[src/rtl/mc_pkg.sv]
// Shared definitions for the multicycle controller: FSM states, RV32I major
// opcodes, and the encodings of the decode fields handed to the datapath.
package mc_pkg;

    typedef enum logic [2:0] {
        ST_FETCH  = 3'd0,
        ST_DECODE = 3'd1,
        ST_EXEC   = 3'd2,
        ST_MEM    = 3'd3,
        ST_WB     = 3'd4,
        ST_TRAP   = 3'd7
    } state_t;

    // Major opcodes
    localparam logic [6:0] OP_LOAD   = 7'b0000011;
    localparam logic [6:0] OP_IMM    = 7'b0010011;
    localparam logic [6:0] OP_AUIPC  = 7'b0010111;
    localparam logic [6:0] OP_STORE  = 7'b0100011;
    localparam logic [6:0] OP_REG    = 7'b0110011;
    localparam logic [6:0] OP_LUI    = 7'b0110111;
    localparam logic [6:0] OP_BRANCH = 7'b1100011;
    localparam logic [6:0] OP_JALR   = 7'b1100111;
    localparam logic [6:0] OP_JAL    = 7'b1101111;

    // ALU operations: {alt, funct3}
    localparam logic [3:0] ALU_ADD  = 4'b0000;
    localparam logic [3:0] ALU_SUB  = 4'b1000;
    localparam logic [3:0] ALU_SLL  = 4'b0001;
    localparam logic [3:0] ALU_SLT  = 4'b0010;
    localparam logic [3:0] ALU_SLTU = 4'b0011;
    localparam logic [3:0] ALU_XOR  = 4'b0100;
    localparam logic [3:0] ALU_SRL  = 4'b0101;
    localparam logic [3:0] ALU_SRA  = 4'b1101;
    localparam logic [3:0] ALU_OR   = 4'b0110;
    localparam logic [3:0] ALU_AND  = 4'b0111;

    // Immediate formats
    localparam logic [2:0] IMM_I = 3'b000;
    localparam logic [2:0] IMM_S = 3'b001;
    localparam logic [2:0] IMM_B = 3'b010;
    localparam logic [2:0] IMM_U = 3'b011;
    localparam logic [2:0] IMM_J = 3'b100;

    // Branch-unit operation: conditional branches use {2'b00, funct3}
    localparam logic [4:0] BR_JUMP = 5'b01111;
    localparam logic [4:0] BR_NONE = 5'b10101;

    // Register-file write-back source
    localparam logic [1:0] WR_ALU = 2'b00;
    localparam logic [1:0] WR_MEM = 2'b01;
    localparam logic [1:0] WR_PC4 = 2'b10;

    typedef struct packed {
        logic [2:0] imm_src;
        logic       alu_a_src;
        logic       alu_b_src;
        logic [4:0] br_op;
        logic [3:0] alu_op;
        logic [2:0] dm_ctrl;
        logic [1:0] wr_src;
        logic       is_load;
        logic       is_store;
        logic       is_branch;
    } dec_t;

endpackage

[src/rtl/mc_decoder.sv]
// Combinational instruction decoder: opcode/funct3/funct7 to datapath control
// fields, instruction class, and an illegal-encoding flag.
module mc_decoder
    import mc_pkg::*;
(
    input  logic [6:0] opcode,
    input  logic [2:0] funct3,
    input  logic [6:0] funct7,
    output dec_t       dec,
    output logic       illegal
);

    // Decode table; defaults describe a plain ALU op writing back the ALU result
    always_comb begin
        dec       = '0;
        dec.br_op = BR_NONE;
        illegal   = 1'b0;
        case (opcode)
            OP_REG: begin
                dec.alu_op = {funct7[5], funct3};
                // The alternate encoding only exists for sub and sra
                if (funct7 == 7'b0100000) begin
                    if (funct3 != 3'b000 && funct3 != 3'b101)
                        illegal = 1'b1;
                end else if (funct7 != 7'b0000000) begin
                    illegal = 1'b1;
                end
            end
            OP_IMM: begin
                dec.alu_b_src = 1'b1;
                // No subi: funct7[5] only distinguishes srai from srli
                dec.alu_op = (funct3 == 3'b101) ? {funct7[5], funct3} : {1'b0, funct3};
            end
            OP_LOAD: begin
                dec.alu_b_src = 1'b1;
                dec.dm_ctrl   = funct3;
                dec.wr_src    = WR_MEM;
                dec.is_load   = 1'b1;
                if (funct3 == 3'b011 || funct3 == 3'b110 || funct3 == 3'b111)
                    illegal = 1'b1;
            end
            OP_STORE: begin
                dec.imm_src   = IMM_S;
                dec.alu_b_src = 1'b1;
                dec.dm_ctrl   = funct3;
                dec.is_store  = 1'b1;
                if (funct3[2] || funct3 == 3'b011)
                    illegal = 1'b1;
            end
            OP_BRANCH: begin
                dec.imm_src   = IMM_B;
                dec.alu_a_src = 1'b1;
                dec.alu_b_src = 1'b1;
                dec.br_op     = {2'b00, funct3};
                dec.is_branch = 1'b1;
                if (funct3 == 3'b010 || funct3 == 3'b011)
                    illegal = 1'b1;
            end
            OP_JAL: begin
                dec.imm_src   = IMM_J;
                dec.alu_a_src = 1'b1;
                dec.alu_b_src = 1'b1;
                dec.br_op     = BR_JUMP;
                dec.wr_src    = WR_PC4;
            end
            OP_JALR: begin
                dec.alu_b_src = 1'b1;
                dec.br_op     = BR_JUMP;
                dec.wr_src    = WR_PC4;
            end
            OP_LUI: begin
                // Operand A is forced to zero outside this block
                dec.imm_src   = IMM_U;
                dec.alu_b_src = 1'b1;
            end
            OP_AUIPC: begin
                dec.imm_src   = IMM_U;
                dec.alu_a_src = 1'b1;
                dec.alu_b_src = 1'b1;
            end
            default: illegal = 1'b1;
        endcase
    end

endmodule

[src/rtl/multicycle_ctrl.sv]
// Multicycle RV32I control FSM: sequences FETCH/DECODE/EXEC/MEM/WB, latches
// decode fields in DECODE, and traps permanently on illegal instructions.
module multicycle_ctrl
    import mc_pkg::*;
(
    input  logic       clk,
    input  logic       rst_n,
    input  logic [6:0] Opcode,
    input  logic [2:0] Funct3,
    input  logic [6:0] Funct7,
    input  logic       IMemReady,
    input  logic       DMemReady,
    input  logic       BrTaken,
    output logic       PCWr,
    output logic       IRWr,
    output logic       RUWr,
    output logic       DMReq,
    output logic       DMWr,
    output logic [2:0] ImmSrc,
    output logic       ALUASrc,
    output logic       ALUBSrc,
    output logic [4:0] BrOp,
    output logic [3:0] ALUOp,
    output logic [2:0] DMCtrl,
    output logic [1:0] RUDataWrSrc,
    output logic       Illegal,
    output logic [2:0] State
);

    state_t state_reg;
    dec_t   dec_reg;
    logic   illegal_reg;
    dec_t   dec_w;
    logic   illegal_w;

    // The branch decision is applied by the PC mux; the FSM writes the PC either way
    logic   unused_brtaken;
    assign unused_brtaken = BrTaken;

    mc_decoder u_decoder (
        .opcode  (Opcode),
        .funct3  (Funct3),
        .funct7  (Funct7),
        .dec     (dec_w),
        .illegal (illegal_w)
    );

    // State sequencing plus decode-field capture in DECODE
    always_ff @(posedge clk or negedge rst_n) begin
        if (!rst_n) begin
            state_reg   <= ST_FETCH;
            dec_reg     <= '0;
            illegal_reg <= 1'b0;
        end else begin
            case (state_reg)
                ST_FETCH: if (IMemReady) state_reg <= ST_DECODE;
                ST_DECODE: begin
                    dec_reg <= dec_w;
                    if (illegal_w) begin
                        illegal_reg <= 1'b1;
                        state_reg   <= ST_TRAP;
                    end else begin
                        state_reg <= ST_EXEC;
                    end
                end
                ST_EXEC: begin
                    if (dec_reg.is_load || dec_reg.is_store) state_reg <= ST_MEM;
                    else if (dec_reg.is_branch)              state_reg <= ST_FETCH;
                    else                                     state_reg <= ST_WB;
                end
                ST_MEM: begin
                    if (DMemReady) state_reg <= dec_reg.is_load ? ST_WB : ST_FETCH;
                end
                ST_WB:   state_reg <= ST_FETCH;
                ST_TRAP: state_reg <= ST_TRAP;
                default: state_reg <= ST_FETCH;
            endcase
        end
    end

    // Strobes follow the current state (and handshakes) within the same cycle;
    // gating with rst_n keeps them low for the whole reset interval
    always_comb begin
        PCWr  = 1'b0;
        IRWr  = 1'b0;
        RUWr  = 1'b0;
        DMReq = 1'b0;
        DMWr  = 1'b0;
        if (rst_n) begin
            case (state_reg)
                ST_FETCH: IRWr = IMemReady;
                ST_EXEC:  PCWr = dec_reg.is_branch;
                ST_MEM: begin
                    DMReq = 1'b1;
                    DMWr  = dec_reg.is_store;
                    PCWr  = dec_reg.is_store && DMemReady;
                end
                ST_WB: begin
                    RUWr = 1'b1;
                    PCWr = 1'b1;
                end
                default: ;
            endcase
        end
    end

    assign ImmSrc      = dec_reg.imm_src;
    assign ALUASrc     = dec_reg.alu_a_src;
    assign ALUBSrc     = dec_reg.alu_b_src;
    assign BrOp        = dec_reg.br_op;
    assign ALUOp       = dec_reg.alu_op;
    assign DMCtrl      = dec_reg.dm_ctrl;
    assign RUDataWrSrc = dec_reg.wr_src;
    assign Illegal     = illegal_reg;
    assign State       = state_reg;

endmodule

[config.mk]
export PLATFORM = sky130hd
export DESIGN_NAME = multicycle_ctrl
export DESIGN_NICKNAME = d
export VERILOG_FILES = /design/src/rtl/mc_pkg.sv /design/src/rtl/mc_decoder.sv /design/src/rtl/multicycle_ctrl.sv
export SDC_FILE = /design/constraint.sdc
export NUM_CORES = 1
export LEC_CHECK = 0
export BUFFER_PORTS_ARGS = -buffer_cell sky130_fd_sc_hd__buf_2
export CORE_MARGIN = 3
export CORE_UTILIZATION = 50
export DETAILED_ROUTE_END_ITERATION = 10
export PLACE_DENSITY = 0.79
export SYNTH_ARGS = -nofsm -noshare
export SYNTH_HDL_FRONTEND = slang
export SYNTH_SLANG_ARGS = --single-unit
[constraint.sdc]
create_clock -name clk -period 4.1 [get_ports clk]
set_clock_uncertainty 0.15 [all_clocks]
set_input_delay 0.205 -clock clk [delete_from_list [all_inputs] [get_ports clk]]
set_output_delay 0.205 -clock clk [all_outputs]
set_load 0.03 [all_outputs]
==> results by group <==
Yosys
  • Post-synth EDFFs: 0
  • Yosys reg bits: 25
  • Mapped Cells: 166
  • Syn Std Cell Area: ~1500 um^2
  • Top-area cell type share of the netlist area: approximately 42%
  • Largest cells by area after synthesis: dfrtp_1, buf_4, nand2_1
  • FFs w/ async S/R, synth: 100.0%
  • Top-count cell post-synth: nand2_1
  • Register area share after synthesis: approximately 42%
  • Ys flop type: dfrtp_1
  • Post-synth cell types: between 40 and 50
  • Dominant cell type by area after synthesis: dfrtp_1
  • Post-Syn Nets: between 150 and 200
  • Synth Area per Inst: between 8 and 9 um^2
  • Most instantiated cells after synthesis: nand2_1, dfrtp_1, o21ai_0
  • Ys Warns: 0

Pwr
  • Static Leak: approximately 0.81 nW
  • Power Dens Cells: 458.4 nW/um^2
  • Worst vdd ir: approximately 350 uV

Drt
  • DR pass1 iterations: 5
  • DRT antenna net count: 0
  • Iter 0 DRT Violations: 57
  • Via count: approximately 1300
  • DR vias/cell: between 5 and 6
  • Routed WL: roughly 3.2 mm
  • Drc violations: 0
  • Wirelength per Cell: roughly 14 um

Floorplanning
  • Rows: 19
  • Core ar.: roughly 2800 um^2
  • Chip width: roughly 60 um
  • Starting density of the core: about 53%
  • Die height: about 60 um
  • Die area: between 3000 and 4000 um^2
  • Ports: 50

Run
  • Max-Cap Viols: 0

Clock network
  • Post-CTS Setup Bufs: 0
  • CTS Root Cell: clkbuf_4
  • Number of clock sinks: 25
  • Clock slew at reported path FFs: roughly 0.13 ns
  • Clk_lat worst skew: slightly above 0.3 ns
  • CTS resizes: 0
  • Num CTS Buffers: 3
  • H-tree Lvls: 1
  • CTS tree: yes
  • Clk buf depth: 2

Timing
  • Final setup vio count: 0
  • Max-slew violations: 0
  • Peak Freq: 409.9 MHz
  • Fin crit period: 2.440 ns
  • Unrepaired setup endpoints after global routing: no
  • Fin. Hold Viols: 0
  • Fin Setup TNS: 0 ns
  • Worst rel slew slack: about two fifths
  • Worst-Margin Slew: 0.9093 ns
  • Worst setup margin: approximately 1.7 ns
  • Hold_ws: approximately 0.036 ns
  • Tcrit/Tclk final: about 60%

Cells and area
  • Layout area overhead: 11.08%
  • ANT cells: 0
  • Number of fillers in the final layout: roughly 260
  • Layout cell share with drive strength beyond 1: 32.65%
  • Area of the multi-input gates: between 600 and 700 um^2
  • Max FFs per register: 5
  • FF+latch area: ~630 um^2
  • Final net count: between 200 and 250

Critical path
  • Crit path capture type: flip-flop
  • Type of origin of the critical path: flip-flop
  • Crit-path max FO: 28
  • CP required: between 4 and 5 ns
  • Critical path arrival: about 2.5 ns
  • WS Path Type: reg2reg

Placement
  • Input/output buffers: 48
  • Post-Place Worst Slack: 1.656 ns
  • Post-DP HPWL: ~2.5 mm
  • GPL Wtd Cong: 0.8831

GRT
  • Grt ovf: 0
  • Layer with the highest usage: met2
  • Met3 GRT Util: between 3 and 4%
  • Met1 Use GR: a little over a quarter
  • Initial antenna violation count: 0
  • Pin count of the biggest net entering global routing: 29
  • Global Route Usage Sum: around 20%
  • Global-route wire length before repair: roughly 5.5 mm
  • GR Layer Usage met2: between 30% and 40%
  • Vias in the first global route: 1173

Status
  • Outcome: completed

Worst hold path
  • Path type of the worst min-delay path: in2reg
## layout make-up
cell class,count,area share (%)
flip-flops and latches,25,38.08
inverters,1,0.2285
clock buffers,4,1.599
well taps,31,2.361
multi-input cells,115,41.28
repair buffers,51,16.45
## cell usage in the layout, fill, tap and decap left out, types with 2 or more instances in the layout
| master | netlist | layout |
|---|---|---|
| or4_1 | 2 | 2 |
| o21a_1 | 2 | 2 |
| buf_2 | 2 | 48 |
| nand2_1 | 31 | 31 |
| mux2_2 | 2 | 2 |
| dlygate4sd3_1 | 0 | 3 |
| nand3_1 | 3 | 3 |
| nor3_1 | 5 | 5 |
| and3_1 | 2 | 2 |
| a21oi_1 | 2 | 2 |
| dfrtp_1 | 25 | 25 |
| a31oi_1 | 3 | 3 |
| o21ai_0 | 19 | 19 |
| o211ai_1 | 2 | 2 |
| and2b_2 | 2 | 2 |
| a21o_1 | 2 | 2 |
| nor2_1 | 8 | 8 |
| o31ai_1 | 3 | 3 |
| nand2b_1 | 6 | 6 |
| clkbuf_4 | 0 | 3 |
## routing by layer
metal	up-vias	part of all wire [%]
met1	594	42
li1	632	-
met2	48	49
met3	2	8.4
met5	-	0
met4	0	0.68
## kinds of logic (layout without fill, tap and decap cells)
family	count (synthesis)	count (layout)	share of synthesized area [%]
xor+xnor	1	1	0.5923
simple gates	72	72	26.06
mux	2	2	1.523
compound gates	40	40	17.68
buf+inv	26	56	11.84
flops	25	25	42.30
## power by group
part / leakage [nW] / switching [mW] / internal (mW)
Clock: 0.0150 / 0.0703 / 0.0380
Combinational: 0.467 / 0.214 / 0.107
Sequential: 0.325 / 0.0439 / 0.280
## critical path, stage by stage (launching register included)
cell and delay [ns]:
dfrtp_1 0.51, and2b_2 0.30, nand2b_1 0.48, a2111oi_0 0.53, a31oi_1 0.14, a311oi_2 0.23
## what timing repair did
action                                  CTS  global route
hold endpoints to repair                 27             0
endpoints found under the setup margin    0             0
hold buffers                              3             0
## final timing paths
check	start	slack (ns)	depth (start not counted)	end
hold reg to reg	ImmSrc[1]	0.33	2	ImmSrc[1]
setup reg to reg	State[2]	1.66	5	State[2]
min in group asynchronous	rst_n	0.26	2	State[2]
max in group asynchronous	rst_n	3.16	2	ImmSrc[1]
hold / removal	Opcode[3]	0.04	3	ImmSrc[2]
setup / recovery	State[2]	1.66	5	State[2]
## per-stage QoR
stage	cell area, um^2	power [mW]	std cells	util [%]
floorplan	1479	0.5926	166	-
global placement	1587	0.6351	220	57.04
detailed placement	1587	0.6480	220	57.04
CTS	1643	0.7597	227	59.06
global route	1643	0.8105	227	59.06
finish	1643	0.7530	227	59.06
Power figures use the tool's default switching activity.
